`src/rtl/program_loader_pkg.sv`:
```
// Shared definitions for the programming path: width defaults common to the
// control unit, instruction memory and loader, plus the loader FSM encoding.
package program_loader_pkg;

  localparam int REGISTER_WIDTH       = 4;
  localparam int MEMORY_ADDRESS_WIDTH = 4;
  localparam int ACK_TIMEOUT_DEFAULT  = 15;

  localparam logic [2:0] ST_IDLE    = 3'd0;
  localparam logic [2:0] ST_REQ     = 3'd1;
  localparam logic [2:0] ST_LOAD    = 3'd2;
  localparam logic [2:0] ST_WRITE   = 3'd3;
  localparam logic [2:0] ST_RELEASE = 3'd4;
  localparam logic [2:0] ST_DONE    = 3'd5;
  localparam logic [2:0] ST_ERROR   = 3'd6;

  typedef enum logic [2:0] {
    S_IDLE    = ST_IDLE,
    S_REQ     = ST_REQ,
    S_LOAD    = ST_LOAD,
    S_WRITE   = ST_WRITE,
    S_RELEASE = ST_RELEASE,
    S_DONE    = ST_DONE,
    S_ERROR   = ST_ERROR
  } state_t;

  // Wide enough to hold counts up to the acknowledge timeout limit.
  function automatic int timeout_width(input int limit);
    return (limit < 2) ? 1 : $clog2(limit + 1);
  endfunction

  localparam int TIMEOUT_WIDTH = timeout_width(ACK_TIMEOUT_DEFAULT);

endpackage

```
`src/rtl/program_loader_if.sv`:
```
// Loader-facing bundle: the nibble source stream and the control unit's
// programming port. master = the loader, slave = source + control unit side.
interface program_loader_if #(
  parameter int REGISTER_WIDTH       = program_loader_pkg::REGISTER_WIDTH,
  parameter int MEMORY_ADDRESS_WIDTH = program_loader_pkg::MEMORY_ADDRESS_WIDTH
);

  // Source stream: a nibble transfers on every clock edge where s_valid_i and
  // s_ready_o are both 1; s_data_i/s_last_i are meaningful only on that edge,
  // and the source holds them stable while s_valid_i waits for s_ready_o.
  logic [REGISTER_WIDTH-1:0]       s_data_i;
  logic                            s_valid_i;
  logic                            s_last_i;
  logic                            s_ready_o;

  logic                            p_program_o;
  logic                            p_active_i;
  logic                            p_write_en_mem_o;
  logic [MEMORY_ADDRESS_WIDTH-1:0] p_address_o;
  logic [REGISTER_WIDTH-1:0]       p_data_o;

  modport master (
    input  s_data_i, s_valid_i, s_last_i, p_active_i,
    output s_ready_o, p_program_o, p_write_en_mem_o, p_address_o, p_data_o
  );

  modport slave (
    output s_data_i, s_valid_i, s_last_i, p_active_i,
    input  s_ready_o, p_program_o, p_write_en_mem_o, p_address_o, p_data_o
  );

endinterface

```
`src/rtl/program_loader.sv`:
```
// Programmer-side master: requests program mode, streams source nibbles into
// instruction memory from address 0 upward, then releases the CPU.
module program_loader #(
  parameter int REGISTER_WIDTH       = program_loader_pkg::REGISTER_WIDTH,
  parameter int MEMORY_ADDRESS_WIDTH = program_loader_pkg::MEMORY_ADDRESS_WIDTH,
  parameter int ACK_TIMEOUT          = program_loader_pkg::ACK_TIMEOUT_DEFAULT
) (
  input  logic                          clk_i,
  input  logic                          reset_ni,
  input  logic                          start_i,
  program_loader_if.master              bus,
  output logic                          busy_o,
  output logic                          done_o,
  output logic                          error_o,
  output logic [MEMORY_ADDRESS_WIDTH:0] words_o,
  output program_loader_pkg::state_t    state_o
);

  import program_loader_pkg::*;

  localparam int TW = timeout_width(ACK_TIMEOUT);
  localparam logic [TW-1:0] TMO_LAST = TW'(ACK_TIMEOUT - 1);
  localparam logic [MEMORY_ADDRESS_WIDTH-1:0] ADDR_MAX = '1;

  state_t                          state_q, state_d;
  logic [MEMORY_ADDRESS_WIDTH-1:0] addr_q;
  logic [REGISTER_WIDTH-1:0]       data_q;
  logic [MEMORY_ADDRESS_WIDTH:0]   words_q;
  logic                            last_q;
  logic                            error_q;
  logic [TW-1:0]                   tmo_q;

  always_comb begin
    state_d = state_q;
    case (state_q)
      S_IDLE:    if (start_i) state_d = S_REQ;
      S_REQ: begin
        if (bus.p_active_i)       state_d = S_LOAD;
        else if (tmo_q == TMO_LAST) state_d = S_ERROR;
      end
      // Losing program mode mid-stream aborts before any further write.
      S_LOAD: begin
        if (!bus.p_active_i)      state_d = S_ERROR;
        else if (bus.s_valid_i)   state_d = S_WRITE;
      end
      S_WRITE: begin
        if (!bus.p_active_i)                 state_d = S_ERROR;
        else if (last_q || addr_q == ADDR_MAX) state_d = S_RELEASE;
        else                                 state_d = S_LOAD;
      end
      S_RELEASE: begin
        if (!bus.p_active_i)      state_d = S_DONE;
        else if (tmo_q == TMO_LAST) state_d = S_ERROR;
      end
      S_DONE:    state_d = S_IDLE;
      S_ERROR:   state_d = S_IDLE;
      default:   state_d = S_IDLE;
    endcase
  end

  always_ff @(posedge clk_i) begin
    if (!reset_ni) begin
      state_q <= S_IDLE;
      addr_q  <= '0;
      data_q  <= '0;
      words_q <= '0;
      last_q  <= 1'b0;
      error_q <= 1'b0;
      tmo_q   <= '0;
    end else begin
      state_q <= state_d;

      // Counter restarts on every state change, so it is zero on REQ/RELEASE entry.
      if (state_d != state_q)
        tmo_q <= '0;
      else if (state_q == S_REQ || state_q == S_RELEASE)
        tmo_q <= tmo_q + 1'b1;

      case (state_q)
        S_IDLE: begin
          if (start_i) begin
            addr_q  <= '0;
            words_q <= '0;
            last_q  <= 1'b0;
            error_q <= 1'b0;
          end
        end
        S_LOAD: begin
          if (state_d == S_WRITE) begin
            data_q <= bus.s_data_i;
            last_q <= bus.s_last_i;
          end
        end
        S_WRITE: begin
          words_q <= words_q + 1'b1;
          if (state_d == S_LOAD) addr_q <= addr_q + 1'b1;
        end
        default: ;
      endcase

      if (state_d == S_ERROR) error_q <= 1'b1;
    end
  end

  // Every p_* output is either a register or a pure decode of state_q.
  assign bus.s_ready_o        = (state_q == S_LOAD);
  assign bus.p_program_o      = (state_q == S_REQ) || (state_q == S_LOAD) || (state_q == S_WRITE);
  assign bus.p_write_en_mem_o = (state_q == S_WRITE);
  assign bus.p_address_o      = addr_q;
  assign bus.p_data_o         = data_q;

  assign busy_o  = (state_q != S_IDLE);
  assign done_o  = (state_q == S_DONE);
  assign error_o = error_q;
  assign words_o = words_q;
  assign state_o = state_q;

endmodule
```
`src/flat_wrapper.sv`:
```
// flat-port wrapper written by rule: the top's interface ports become plain ports
module program_loader_flat import program_loader_pkg::*;
#(
  parameter int REGISTER_WIDTH       = program_loader_pkg::REGISTER_WIDTH,
  parameter int MEMORY_ADDRESS_WIDTH = program_loader_pkg::MEMORY_ADDRESS_WIDTH,
  parameter int ACK_TIMEOUT          = program_loader_pkg::ACK_TIMEOUT_DEFAULT
)
  (clk_i, reset_ni, start_i, busy_o, done_o, error_o, words_o, state_o, bus_s_data_i, bus_s_valid_i, bus_s_last_i, bus_p_active_i, bus_s_ready_o, bus_p_program_o, bus_p_write_en_mem_o, bus_p_address_o, bus_p_data_o);
  program_loader_if #(.REGISTER_WIDTH(REGISTER_WIDTH), .MEMORY_ADDRESS_WIDTH(MEMORY_ADDRESS_WIDTH)) bus_i ();
  input  logic clk_i;
  input  logic reset_ni;
  input  logic start_i;
  output logic busy_o;
  output logic done_o;
  output logic error_o;
  output logic [MEMORY_ADDRESS_WIDTH:0] words_o;
  output program_loader_pkg::state_t state_o;
  input wire logic [$bits(bus_i.s_data_i)-1:0] bus_s_data_i;
  input wire logic [$bits(bus_i.s_valid_i)-1:0] bus_s_valid_i;
  input wire logic [$bits(bus_i.s_last_i)-1:0] bus_s_last_i;
  input wire logic [$bits(bus_i.p_active_i)-1:0] bus_p_active_i;
  output wire logic [$bits(bus_i.s_ready_o)-1:0] bus_s_ready_o;
  output wire logic [$bits(bus_i.p_program_o)-1:0] bus_p_program_o;
  output wire logic [$bits(bus_i.p_write_en_mem_o)-1:0] bus_p_write_en_mem_o;
  output wire logic [$bits(bus_i.p_address_o)-1:0] bus_p_address_o;
  output wire logic [$bits(bus_i.p_data_o)-1:0] bus_p_data_o;
  assign bus_i.s_data_i = bus_s_data_i;
  assign bus_i.s_valid_i = bus_s_valid_i;
  assign bus_i.s_last_i = bus_s_last_i;
  assign bus_i.p_active_i = bus_p_active_i;
  assign bus_s_ready_o = bus_i.s_ready_o;
  assign bus_p_program_o = bus_i.p_program_o;
  assign bus_p_write_en_mem_o = bus_i.p_write_en_mem_o;
  assign bus_p_address_o = bus_i.p_address_o;
  assign bus_p_data_o = bus_i.p_data_o;
  program_loader #(.REGISTER_WIDTH(REGISTER_WIDTH), .MEMORY_ADDRESS_WIDTH(MEMORY_ADDRESS_WIDTH), .ACK_TIMEOUT(ACK_TIMEOUT)) u_core (.clk_i(clk_i), .reset_ni(reset_ni), .start_i(start_i), .bus(bus_i), .busy_o(busy_o), .done_o(done_o), .error_o(error_o), .words_o(words_o), .state_o(state_o));
endmodule
```
`config.mk`:
```
export PLATFORM = sky130hd
export DESIGN_NAME = program_loader_flat
export DESIGN_NICKNAME = d
export VERILOG_FILES = /design/src/rtl/program_loader_pkg.sv /design/src/rtl/program_loader_if.sv /design/src/rtl/program_loader.sv /design/src/flat_wrapper.sv
export SDC_FILE = /design/constraint.sdc
export NUM_CORES = 1
export LEC_CHECK = 0
export ABC_CLOCK_PERIOD_IN_PS = 2100
export CORE_MARGIN = 2
export CORE_UTILIZATION = 48
export CTS_CLUSTER_SIZE = 8
export DETAILED_ROUTE_END_ITERATION = 12
export PLACE_DENSITY = 0.79
export SLEW_MARGIN = 10
export SYNTH_ARGS = -nofsm -noshare
export SYNTH_HDL_FRONTEND = slang
export SYNTH_SLANG_ARGS = --single-unit
```
`constraint.sdc`:
```
create_clock -name clk_i -period 2.1 [get_ports clk_i]
set_input_delay 0.21 -clock clk_i [delete_from_list [all_inputs] [get_ports clk_i]]
set_output_delay 0.21 -clock clk_i [all_outputs]
set_load 0.03 [all_outputs]
```
# --- After elaboration in Yosys (flattened, before gate mapping) ---
# Cells that the tools add are included.
word_totals:
  wordCells: 60
  output_inout_bits: 22
  reg_bits: 22
  input_bits: 10
op_classes:
  n_eq_ne: 14
  n_reduce_logical: 16
  bitwise: 1
  mux: 19
  add_sub_neg: 3
op_table:
  columns: ["operator", "count"]
  rows:
  - ["$mux W3", 8]
  - ["$pmux W3 S5", 1]
  - ["$eq A3 B2 Y1 const B", 4]
  - ["$pmux W5 S2", 1]
  - ["$eq A3 B3 Y1 const B", 3]
  - ["$add A4 B1 Y4 const B", 2]
  - ["$eq A4 B4 Y1 const B", 2]
  - ["$mux W4", 2]
  - ["$pmux W4 S2", 1]
  - ["$reduce_bool A2 Y1", 4]
  - ["$reduce_and A2 Y1", 3]
  - ["$reduce_and A3 Y1", 2]
  - ["$add A5 B1 Y5 const B", 1]
  - ["$mux W5", 1]
  - ["$logic_or A1 B1 Y1", 4]
  - ["$mux W1", 4]
  - ["$ne A2 B1 Y1 const B", 2]
  - ["$eq A3 B1 Y1 const B", 1]
  - ["$logic_not A3 Y1", 1]
  - ["$ne A3 B3 Y1", 1]
  - ["$reduce_bool A3 Y1", 1]
  - ["$ne A2 B2 Y1 const B", 1]
  - ["$pmux W1 S2", 1]
  - ["$reduce_or A2 Y1", 1]
  - ["$not A1 Y1", 1]

# --- Longest topological paths before layout ---
# Gate-level depths: netlist of the first run.
depth:
  depth_word: 8
  depth_mapped: 6
  mapped_depth_nobuf: 6

# --- Least setup slack after synthesis of the first run ---
# Ideal clock, no wire load.
synth_path:
  path_type: "register to register"
  startpoint: "register u_core.state_q[2], in the netlist u_core.state_o[2]"
  endpoint: "register u_core.data_q[0], in the netlist u_core.bus.p_data_o[0]"
  path_buffers: 2
  setup_slack_ps: -29
  path_stages_with_launch: 7
  t_arrival_ps: 2013
  period_less_slack_ps: 2129
  cell_sequence: "dfxtp_1 buf_2 nor3b_1 and3_1 buf_2 mux2i_1 nor2b_1"
synth_via:
  elab_cells_between_ends: 14
  classes_between: "eq/ne: 5; mux: 7; reduce/logical: 2"
synth_lines:
  columns: ["element", "line", "rtl"]
  rows:
  - ["from (decl)", "program_loader.sv:25", "state_t state_q, state_d;"]
  - ["from (signal assigned)", "program_loader.sv:71", "state_q <= state_d;"]
  - ["$eq A3 B2 Y1 *", null, null]
  - ["net bus_s_ready_o", "flat_wrapper.sv:22", "output wire logic [$bits(bus_i.s_ready_o)-1:0] bus_s_ready_o;"]
  - ["$pmux W3 S5", "program_loader.sv:35", "case (state_q)"]
  - ["$eq A3 B2 Y1", "program_loader.sv:89", "if (state_d == S_WRITE) begin"]
  - ["$reduce_and A2 Y1 (no source line) *", null, null]
  - ["to (signal assigned)", "program_loader.sv:90", "data_q <= bus.s_data_i;"]
  - ["to (decl)", "program_loader.sv:27", "logic [REGISTER_WIDTH-1:0] data_q;"]
# Mark *: on every way through the listed nets, which the timed path passes. The rest lies on a longest branch.
# A chain may end at the register's enable or synchronous reset.

# --- Worst setup path in the final report of the first run ---
layout_path:
  startpoint: "register u_core.state_q[0], in the netlist u_core.state_o[0]"
  endpoint: "output port done_o"
layout_via:
  elab_chain_cells: 1
layout_lines:
  columns: ["element", "line", "rtl"]
  rows:
  - ["$eq A3 B3 Y1", "program_loader.sv:113", "assign done_o = (state_q == S_DONE);"]
  - ["to (decl)", "flat_wrapper.sv:14", "output logic done_o;"]
# Every way passes these cells.

==> metrics.txt, run 1 <==
CP Data Arrival Time 1.79 ns; sequential fraction of the synthesis area 34.17%; number of buffers on the longest clock path 2; number of buffers added by the clock tree synthesis step 3; post-detailed-route DRC marker count 0; Syn Area/Cell 8.827 sq um; Max-Slew Margin vs Limit 68.61%; startpoint of the worst-slack reg-to-reg timing path u_core.tmo_q[0]; worst r2r path cells 6; clock tree root buffer cell clkbuf_4; pin count of the biggest net entering global routing 15; layout cells sized above 1 13.81%; Buffers on Ports 31; power density over the cells 587.2 mW/mm^2; final setup violation count 0; worst slew pin tran 0.4680 ns; final antenna-violating net count 0; Die H 55.82 microns; Post-Synthesis Cell Area 0.001289 sq mm; routed len/inst 14.22 microns; crit path kind flop to primary output; Period minus WS final 2.001 ns; hold-critical path depth 1; clock edge transition at the registers on the reported setup and hold paths 0.13 ns; required arrival time at the worst endpoint 1.89 ns; proportion of synthesized flip-flops having asynchronous set or reset 0%; routability-driven placement congestion ratio 0.8970; final cell count without fillers 211; launching element type of the critical path flop; RR Endpoint u_core.tmo_q[2]; internal reg-to-reg setup slack 0.29 ns; wire length of the first global-routing pass 5106 microns; Critical path destination done_o; total power draw 1.007 mW; outcome complete, no violations; Leakage 0.6455 nW; die width 55.82 microns; max-cap violation count 0; Core Footprint 0.002500 sq mm; number of warning messages in the yosys log 0; Peak VDD IR 0.4735 mV; Resized cells post-CTS 1; number of distinct standard cells referenced by the synthesized netlist 46; Die Footprint 0.003115 sq mm; total global-route track usage 20.13%; number of max-slew violations in the final report 0; clock tree from TritonCTS yes; Setup Buffers After CTS 0; Area growth syn-to-layout 33.11%; final-layout setup total negative slack 0 ns; GRT Max-Usage Layer met2; hpwl dp 2262 microns; number of enable-type register cells in the synthesized netlist 0; crit path launch u_core.state_o[0]; final clock period utilization by the worst path 95.30%; net count after synthesis 160; detail-routed via count per cell 5.829; overflow left after global routing 0; worst clock skew 0.003247 ns; vias in the first global route 1166; pre-CTS setup slack 0.1781 ns; wirelength, routed 3000 microns; Synth Register Bits 22; cell row count 18; met2 GRT Util 33.50%; initial antenna violation count 0; met3 Track Usage GR 4.419%; instance count after placement with tap cells included 207; initial cell density of the core 51.55%; Iter 0 DRT Violations 19; Hold Buf Count CTS 0; worst-path fanout max 10; setup repair after global routing missed its margin no; final core utilization 68.62%; final critical-path setup slack 0.09862 ns; grt met1 use 24.32%; Num Clock Sinks 22; number of top-level design ports 32; most used flip-flop cell after synthesis dfxtp_1; clk_lat worst skew 0.31 ns; first-pass iteration count of the detailed router 4; Post-Syn Instances 146; Final Hold Violating Endpoints 0; kind of end point of the critical path primary output; Max Fclk 0.4997 GHz; worst hold path class flop to flop; antenna fix cells 0; final net count 196; number of H-tree levels 1; overall via count from detail_route 1230
[cell families (layout without fill, tap and decap cells)]
logic type | Yosys count | after routing | share of synthesized area, %
compound gates | 37 | 37 | 20.97
buf+inv | 17 | 52 | 6.214
fa+ha+maj | 4 | 4 | 3.884
simple gates | 56 | 56 | 27.38
mux | 6 | 6 | 4.660
xor+xnor | 4 | 4 | 2.718
flops | 22 | 22 | 34.17
[layout by cell type, fill, tap and decap left out, drive strengths merged, types with 2 or more instances in the layout]
cell           count
a21o               2
buf                9
a21oi              4
nor3b              5
a31oi              4
nor2               8
nand2b             3
inv                8
nand2              7
nand3              6
and2               2
dfxtp             22
nand4              2
nor2b              9
ha                 4
nor4b              4
or3                2
mux2i              6
o21ai              8
o211ai             3
a211oi             3
xnor2              4
clkdlybuf4s50     31
clkbuf             3
nor3               2
and3               2
nand3b             3
[power by group]
part | switching [mW] | internal [mW]
Combinational | 0.125 | 0.108
Sequential | 0.0182 | 0.427
Clock | 0.136 | 0.193
[how the worst min path moves through the flow]
stage	from	end	slack, ns
6_report	u_core.words_o[4]	u_core.words_o[4]	0.48
5_1_grt	bus_s_data_i[0]	u_core.bus.p_data_o[0]	0.50
4_1_cts	u_core.words_o[4]	u_core.words_o[4]	0.48
3_5_place_dp	u_core.words_o[4]	u_core.words_o[4]	0.47
3_3_place_gp	u_core.words_o[4]	u_core.words_o[4]	0.46
2_1_floorplan	reset_ni	u_core.state_o[0]	0.35
[registers in the layout (all words and copies together), names as in the netlist]
signal and flops:
u_core.words_o 5, u_core.bus.p_address_o 4, u_core.bus.p_data_o 4, u_core.tmo_q 4
u_core.state_o 3, u_core.error_o 1, u_core.last_q 1
[synthesized netlist by cell type, drive strengths merged (2+ instances only)]
cell	n	area share, %
nand3	6	2.3
a21oi	4	2.4
o21ai	8	3.1
xnor2	4	2.7
nor4b	4	4.7
dfxtp	22	34
nand2	7	2.0
nand4	2	0.97
mux2i	6	4.7
o211ai	3	1.7
nand2b	3	1.5
a211oi	3	1.7
and2	2	0.97
buf	7	3.3
inv	8	2.3
nor2	8	2.3
clkbuf	2	0.58
a31oi	4	1.9
and3	2	0.97
nor3b	5	2.9
a21o	2	1.2
or3	2	0.97
nor2b	9	4.4
nor3	2	0.78
nand3b	3	1.7
ha	4	3.9
[area by class of cell]
type                       count  area (sq um)
timing repair buffer          40         377.9
tap                           30         37.54
sequential                    22         444.2
clock buffer                   3         22.52
multi-input combinational    107         773.2
inverter                       8         30.03
fill                         204         784.5
clock inverter                 1         30.03
[metal layers]
layer	wire [microns]	part of all wire (%)	vias to the layer above
li1	-	-	601
met1	1347	45	581
met2	1405	47	40
met3	192	6.4	8
met4	55	1.8	0
met5	0	0	-
[stage by stage]
step | instance area, sq um | hold WS [ns]
3_5_place_dp | 1659 | 0.4657
5_1_grt | 1715 | 0.5046
6_report | 1715 | 0.4842
2_1_floorplan | 1294 | 0.3542
4_1_cts | 1713 | 0.4842
3_3_place_gp | 1659 | 0.4588
[worst max-delay path: stages, from the launching register on]
cell and delay [ns]:
dfxtp_2 0.45, nor2b_1 0.23, and2_1 0.15, clkdlybuf4s50_1 0.66
Power figures use the tool's default switching activity.
==> inputs of run 2 (changes only) <==
--- a/config.mk
+++ b/config.mk
@@ -5,12 +5,14 @@
 export SDC_FILE = /design/constraint.sdc
 export NUM_CORES = 1
 export LEC_CHECK = 0
+export ABC_AREA = 1
 export ABC_CLOCK_PERIOD_IN_PS = 2100
 export CORE_MARGIN = 2
 export CORE_UTILIZATION = 48
 export CTS_CLUSTER_SIZE = 8
 export DETAILED_ROUTE_END_ITERATION = 12
-export PLACE_DENSITY = 0.79
+export HOLD_SLACK_MARGIN = 0.12
+export PLACE_DENSITY = 0.8
 export SLEW_MARGIN = 10
 export SYNTH_ARGS = -nofsm -noshare
 export SYNTH_HDL_FRONTEND = slang
==> run 2 against run 1 <==
Net effect: maximum frequency is 2.6% higher; sequential power is 3% higher; utilization is 3.3 points lower; routed wire length is 5.2% lower; clock power is 39% lower; setup slack better by 0.050 ns; sequential cell count stayed put; via count is 0.33% lower; sequential share of layout area is 1.6 points higher; area after synthesis is 4.7% lower; die area is 4.3% lower; non-clock buffer count is 7 lower; critical endpoint unchanged; largest cell class unchanged; largest power group unchanged.
==> metrics.txt, run 2 <==
cell row count 18 (unchanged); total power draw 0.9678 mW (-3.9%); clock tree from TritonCTS yes; total length of routed met2 wires 1360 microns (-3.2%); Die H 54.60 microns (-2.2%); detail-routed via count per cell 5.262 (-9.7%); Iter 0 DRT Violations 30 (+11); launching element type of the critical path flop; hpwl dp 2160 microns (-4.5%); required arrival time at the worst endpoint 1.89 ns (about the same); final critical-path setup slack 0.1486 ns (+0.04994 ns); Num Clock Sinks 22 (unchanged); max FFs per register 5 (unchanged); routed wire length on met3 148 microns (-23%); Leakage 0.6975 nW (+8.1%); Buffers on Ports 31 (unchanged); number of top-level design ports 32 (unchanged); CP Data Arrival Time 1.74 ns (-0.05 ns); final-layout setup total negative slack 0 ns (unchanged); number of distinct standard cells referenced by the synthesized netlist 28 (-39%); die width 54.60 microns (-2.2%); wirelength, routed 2845 microns (-5.2%); first-pass iteration count of the detailed router 4 (unchanged); setup repair after global routing missed its margin no; Met1 Wirelength 1321 microns (-1.9%); number of buffers added by the clock tree synthesis step 3 (unchanged); Max-Slew Margin vs Limit 78.56% (+9.9 points); routability-driven placement congestion ratio 0.8667 (-3.4%); final antenna-violating net count 0 (unchanged); final clock period utilization by the worst path 92.93% (-2.4 points); final setup violation count 0 (unchanged); most frequent cells after synthesis nand2_1, dfxtp_1, nor2_1; wire length of the first global-routing pass 4595 microns (-10%); fill count 218 (+6.9%); max-cap violation count 0 (unchanged); worst slew pin tran 0.3206 ns (-0.1474 ns); Post-Syn Instances 169 (+16%); most area-hungry cell type in the Yosys netlist dfxtp_1; top cell type's share of synthesized area 35.85% (+1.7 points); Setup Buffers After CTS 0 (unchanged); Post-Synthesis Cell Area 0.001229 sq mm (-4.7%); Final Hold Violating Endpoints 0 (unchanged); most area-consuming cells after synthesis dfxtp_1, nand2_1, nor2_1, a21oi_1, nand3_1; initial cell density of the core 50.05% (-1.5 points); net count after synthesis 183 (+14%); clock tree root buffer cell clkbuf_4; overall via count from detail_route 1226 (-0.33%); crit path kind flop to primary output; total global-route track usage 21.39% (+1.3 points); most used flip-flop cell after synthesis dfxtp_1; routed len/inst 12.21 microns (-14%); Resized cells post-CTS 0 (-1); layout cells sized above 1 15.76% (+2.0 points); outcome complete, no violations; library cell with the highest instance count after synthesis nand2_1; sequential fraction of the synthesis area 35.85% (+1.7 points); Syn Area/Cell 7.270 sq um (-18%); number of buffers on the longest clock path 2 (unchanged); Max Fclk 0.5124 GHz (+2.6%); kind of end point of the critical path primary output; post-detailed-route DRC marker count 0 (unchanged); pre-CTS setup slack 0.3513 ns (+0.1731 ns); Core Footprint 0.002455 sq mm (-1.8%); Peak VDD IR 0.4017 mV (-15%); Synth Register Bits 22 (unchanged); number of warning messages in the yosys log 0 (unchanged); clock edge transition at the registers on the reported setup and hold paths 0.12 ns (about the same); worst hold path class input pin to flop; most common cell after layout, fill and taps aside nand2_1; proportion of synthesized flip-flops having asynchronous set or reset 0% (unchanged); Top Layer Used met4; vias in the first global route 1135 (-2.7%); number of max-slew violations in the final report 0 (unchanged); worst clock skew 0.0009178 ns (-0.002329 ns); initial antenna violation count 0 (unchanged); number of enable-type register cells in the synthesized netlist 0 (unchanged); worst-path fanout max 7 (-3); leading cell types in the layout, fill and taps excluded nand2_1, clkdlybuf4s50_1, dfxtp_1; number of H-tree levels 1 (unchanged); antenna fix cells 0 (unchanged); Hold Buf Count CTS 0 (unchanged); overflow left after global routing 0 (unchanged); Area growth syn-to-layout 30.45%; clk_lat worst skew 0.31 ns (about the same); final net count 219 (+12%); pin count of the biggest net entering global routing 13 (-2); power density over the cells 603.8 mW/mm^2 (+2.8%); Die Footprint 0.002981 sq mm (-4.3%); Period minus WS final 1.951 ns (-0.04994 ns)
==> run 2: changes by cell type in the layout (fill, tap and decap cells not counted), moves of 5 or more <==
cell	change
nand2_1	+25
mux2i_1	-6
nor2b_1	-9
inv_1	+7
buf_4	-7
inv_2	+5
nand3_1	+6
o21ai_0	+6
a21oi_1	+10
nor2_1	+12
==> run 2: cell type report <==
cell class	count	area (sq um)	share of cell area, %
Timing Repair Buffer	33	330.3	20.61
Sequential cell	22	440.4	27.48
Multi-Input combinational cell	123	686.9	42.86
Tap cell	30	37.54	2.342
Inverter	22	85.08	5.308
Clock buffer	3	22.52	1.405
==> run 2: path summary, 6_finish.rpt <==
kind,from,endpoint,slack (ns),cells past startpoint
max,u_core.state_o[2],done_o,0.15,3
min,bus_s_last_i,u_core.last_q,0.44,3
max reg2reg,u_core.state_o[0],u_core.bus.p_address_o[0],0.51,8
min reg2reg,u_core.error_o,u_core.error_o,0.49,2
==> run 2: cells by family after synthesis <==
logic type / share of synthesized area [%]
flip-flops: 35.85
adder cells (fa/ha/maj): 4.073
XOR/XNOR: 2.139
buffers and inverters: 8.248
AO/OA/AOI/OAI: 13.95
AND/OR/NAND/NOR: 35.74
==> run 2: metrics by stage <==
stage	area (sq um)	hold WS [ns]	std cells	utilization, %
final	1603	0.4384	233	65.29
after global routing	1603	0.4480	233	65.29
after CTS	1598	0.4334	233	65.09
after detailed placement	1575	0.4747	230	64.17
after global placement	1575	0.4660	230	64.17
after floorplan	1229	0.3261	169	-
==> run 2: power breakdown <==
part | internal (mW) | switching, mW
combinational | 0.115 | 0.194
sequential | 0.437 | 0.0222
clock | 0.0671 | 0.133
==> run 2: critical path, stage by stage, from the launching register on <==
cell and delay (ns):
dfxtp_1 0.48, inv_2 0.14, nor2_1 0.13, clkdlybuf4s50_1 0.68
==> run 2: per-layer routing <==
| layer | vias to the layer above | global-route usage [%] |
|---|---|---|
| met2 | 35 | 37.70 |
| li1 | 627 | - |
| met4 | 0 | 7.500 |
| met5 | - | 0 |
| met3 | 2 | 2.732 |
| met1 | 562 | 26.39 |
==> inputs of run 3 (changes only) <==
--- a/config.mk
+++ b/config.mk
@@ -13,6 +13,7 @@
 export DETAILED_ROUTE_END_ITERATION = 12
 export HOLD_SLACK_MARGIN = 0.12
 export PLACE_DENSITY = 0.8
+export SETUP_SLACK_MARGIN = 0.05
 export SLEW_MARGIN = 10
 export SYNTH_ARGS = -nofsm -noshare
 export SYNTH_HDL_FRONTEND = slang
==> run 3 against run 2 <==
Net effect: maximum frequency grew 0.72%; die area stayed put; first-iteration DRC count down 10%; power about the same; utilization is 0.20 points lower; setup slack improved by 0.014 ns; clock power about the same; combinational power barely moved; routed wire length up 0.49%; register-to-register slack about the same.
==> metrics.txt, run 3 (synthesis gave the netlist of run 2 again) <==
Peak VDD IR 0.4023 mV (+0.15%); number of H-tree levels 1 (unchanged); leading cell types in the layout, fill and taps excluded nand2_1, clkdlybuf4s50_1, dfxtp_1; post-route cell area 0.001598 sq mm (-0.31%); startpoint of the worst-slack reg-to-reg timing path u_core.state_o[0]; Critical Path Slowest Stage Cell clkdlybuf4s50_1; worst slew pin tran 0.3232 ns (+0.002660 ns); worst r2r path cells 8 (unchanged); Critical Path Max Stage Delay 0.67 ns (about the same); initial cell density of the core 50.05% (unchanged); Core Footprint 0.002455 sq mm (unchanged); layout cells sized above 1 15.76% (unchanged); most common cell after layout, fill and taps aside nand2_1; worst hold path class input pin to flop; die width 54.60 microns (unchanged); clock tree from TritonCTS yes; clock edge transition at the registers on the reported setup and hold paths 0.12 ns (about the same); Die Footprint 0.002981 sq mm (unchanged); final net count 219 (unchanged); Buffers on Ports 31 (unchanged); vias in the first global route 1135 (unchanged); final-layout setup total negative slack 0 ns (unchanged); pin count of the biggest net entering global routing 13 (unchanged); post-detailed-route DRC marker count 0 (unchanged); Die H 54.60 microns (unchanged); first-pass iteration count of the detailed router 4 (unchanged); routability-driven placement congestion ratio 0.8667 (unchanged); Int Pwr 0.6178 mW (-0.21%); Final Hold Violating Endpoints 0 (unchanged); outcome complete, no violations; kind of end point of the critical path primary output; final antenna-violating net count 0 (unchanged); hold-critical path depth 3 (unchanged); overflow left after global routing 0 (unchanged); cell row count 18 (unchanged); clock tree root buffer cell clkbuf_4; Num Clock Sinks 22 (unchanged); launching element type of the critical path flop; Iter 0 DRT Violations 27 (-10%); fill count 219 (+0.46%); number of top-level design ports 32 (unchanged); max-cap violation count 0 (unchanged); initial antenna violation count 0 (unchanged); Area growth syn-to-layout 30.04%; wirelength, routed 2859 microns (+0.49%); detail-routed via count per cell 5.262 (unchanged); total power draw 0.9673 mW (about the same); routed len/inst 12.27 microns (+0.49%); total global-route track usage 21.39% (unchanged); worst-path fanout max 7 (unchanged); crit path kind flop to primary output; proportion of power drawn by combinational gates 31.8% (about the same); Leakage 0.6893 nW (-1.2%); power density over the cells 605.4 mW/mm^2 (+0.26%); wire length of the first global-routing pass 4595 microns (unchanged); Max Fclk 0.5161 GHz (+0.72%); hpwl dp 2160 microns (unchanged); portion of total power attributed to sequential cells 47.5% (about the same); antenna fix cells 0 (unchanged); overall via count from detail_route 1226 (unchanged); switching power total 0.3495 mW (+0.23%); clk_lat worst skew 0.31 ns (about the same); Hold EP u_core.last_q; area used by multi-input combinational logic 686.9 sq um (unchanged); max FFs per register 5 (unchanged); Seq. cell area 440.4 sq um (unchanged); setup repair after global routing missed its margin no; proportion of power drawn by the clock network 20.8% (about the same); final setup violation count 0 (unchanged); RR Endpoint u_core.bus.p_address_o[0]; placed standard-cell area 0.001575 sq mm (unchanged); internal reg-to-reg setup slack 0.52 ns (about the same); worst clock skew 0.0008824 ns (-0.00003542 ns); number of max-slew violations in the final report 0 (unchanged); count of buffer and inverter cells on the critical path 1 (-1); number of buffers on the longest clock path 2 (unchanged); final clock period utilization by the worst path 92.26% (-0.66 points); number of buffers added by the clock tree synthesis step 3 (unchanged); hold path startpoint bus_s_last_i; Period minus WS final 1.938 ns (-0.01391 ns); required arrival time at the worst endpoint 1.89 ns (about the same); switching share of power 36.14% (+0.10 points); Max-Slew Margin vs Limit 78.42% (-0.15 points); CP Data Arrival Time 1.73 ns (about the same); cell breakdown of the critical path nor2_2 -> nor2_1 -> clkdlybuf4s50_1; kind of cell adding the most delay to the critical path buffers and inverters
-- run 3: area by class of cell --
class / count / share of cell area, %
Clock buffer: 3 / 1.410
Inverter: 22 / 5.325
Multi-Input combinational cell: 123 / 42.99
Sequential cell: 22 / 27.56
Tap cell: 30 / 2.349
Timing Repair Buffer: 33 / 20.36
-- run 3: worst max-delay path by stage --
stage                                 start         endpoint  slack (ns)  depth (start not counted)
after floorplan           u_core.state_o[1]  u_core.tmo_q[0]        0.42                          8
after global placement       bus_p_active_i  u_core.tmo_q[1]        0.38                          8
after detailed placement     bus_p_active_i  u_core.tmo_q[2]        0.35                          8
after CTS                 u_core.state_o[2]           done_o        0.14                          3
after global routing      u_core.state_o[0]  bus_p_program_o        0.08                          4
final                     u_core.state_o[1]  bus_p_program_o        0.16                          3
-- run 3: power by group through the flow --
stage          sequential, mW  clock [mW]  combinational, mW
6_report                0.459       0.201              0.307
5_1_grt                 0.464       0.215              0.336
3_3_place_gp            0.467           0              0.303
4_1_cts                 0.459       0.204              0.307
2_1_floorplan           0.493           0              0.183
3_5_place_dp            0.468           0              0.307
-- run 3: metrics by stage --
step | std cells | hold WS [ns] | setup slack [ns] | utilization (%)
final | 233 | 0.4367 | 0.1625 | 65.09
after global routing | 233 | 0.4480 | 0.08234 | 65.09
after CTS | 233 | 0.4334 | 0.1394 | 64.98
after detailed placement | 230 | 0.4747 | 0.3513 | 64.17
after global placement | 230 | 0.4660 | 0.3797 | 64.17
after floorplan | 169 | 0.3261 | 0.4159 | -
-- run 3: worst register-to-register path, cell delays in order, from the launching register on --
cell and delay [ns]:
dfxtp_1 0.34, buf_4 0.18, nor2_2 0.17, nand3_1 0.26
nand2_4 0.17, nand2_2 0.09, nor3_1 0.17, a21oi_1 0.06
nor2_1 0.09
-- run 3: layer usage --
layer  global-route usage (%)  routed length (microns)
met1                    26.39                     1287
met2                    37.70                     1361
met3                    2.732                      195
met4                    7.500                       15
met5                        0                        0
-- run 3: timing repair --
item,in CTS,in global routing
hold buffers,0,0
pin swaps,0,0
resized for setup,2,1
setup endpoints to repair,2,1
setup buffers,0,0
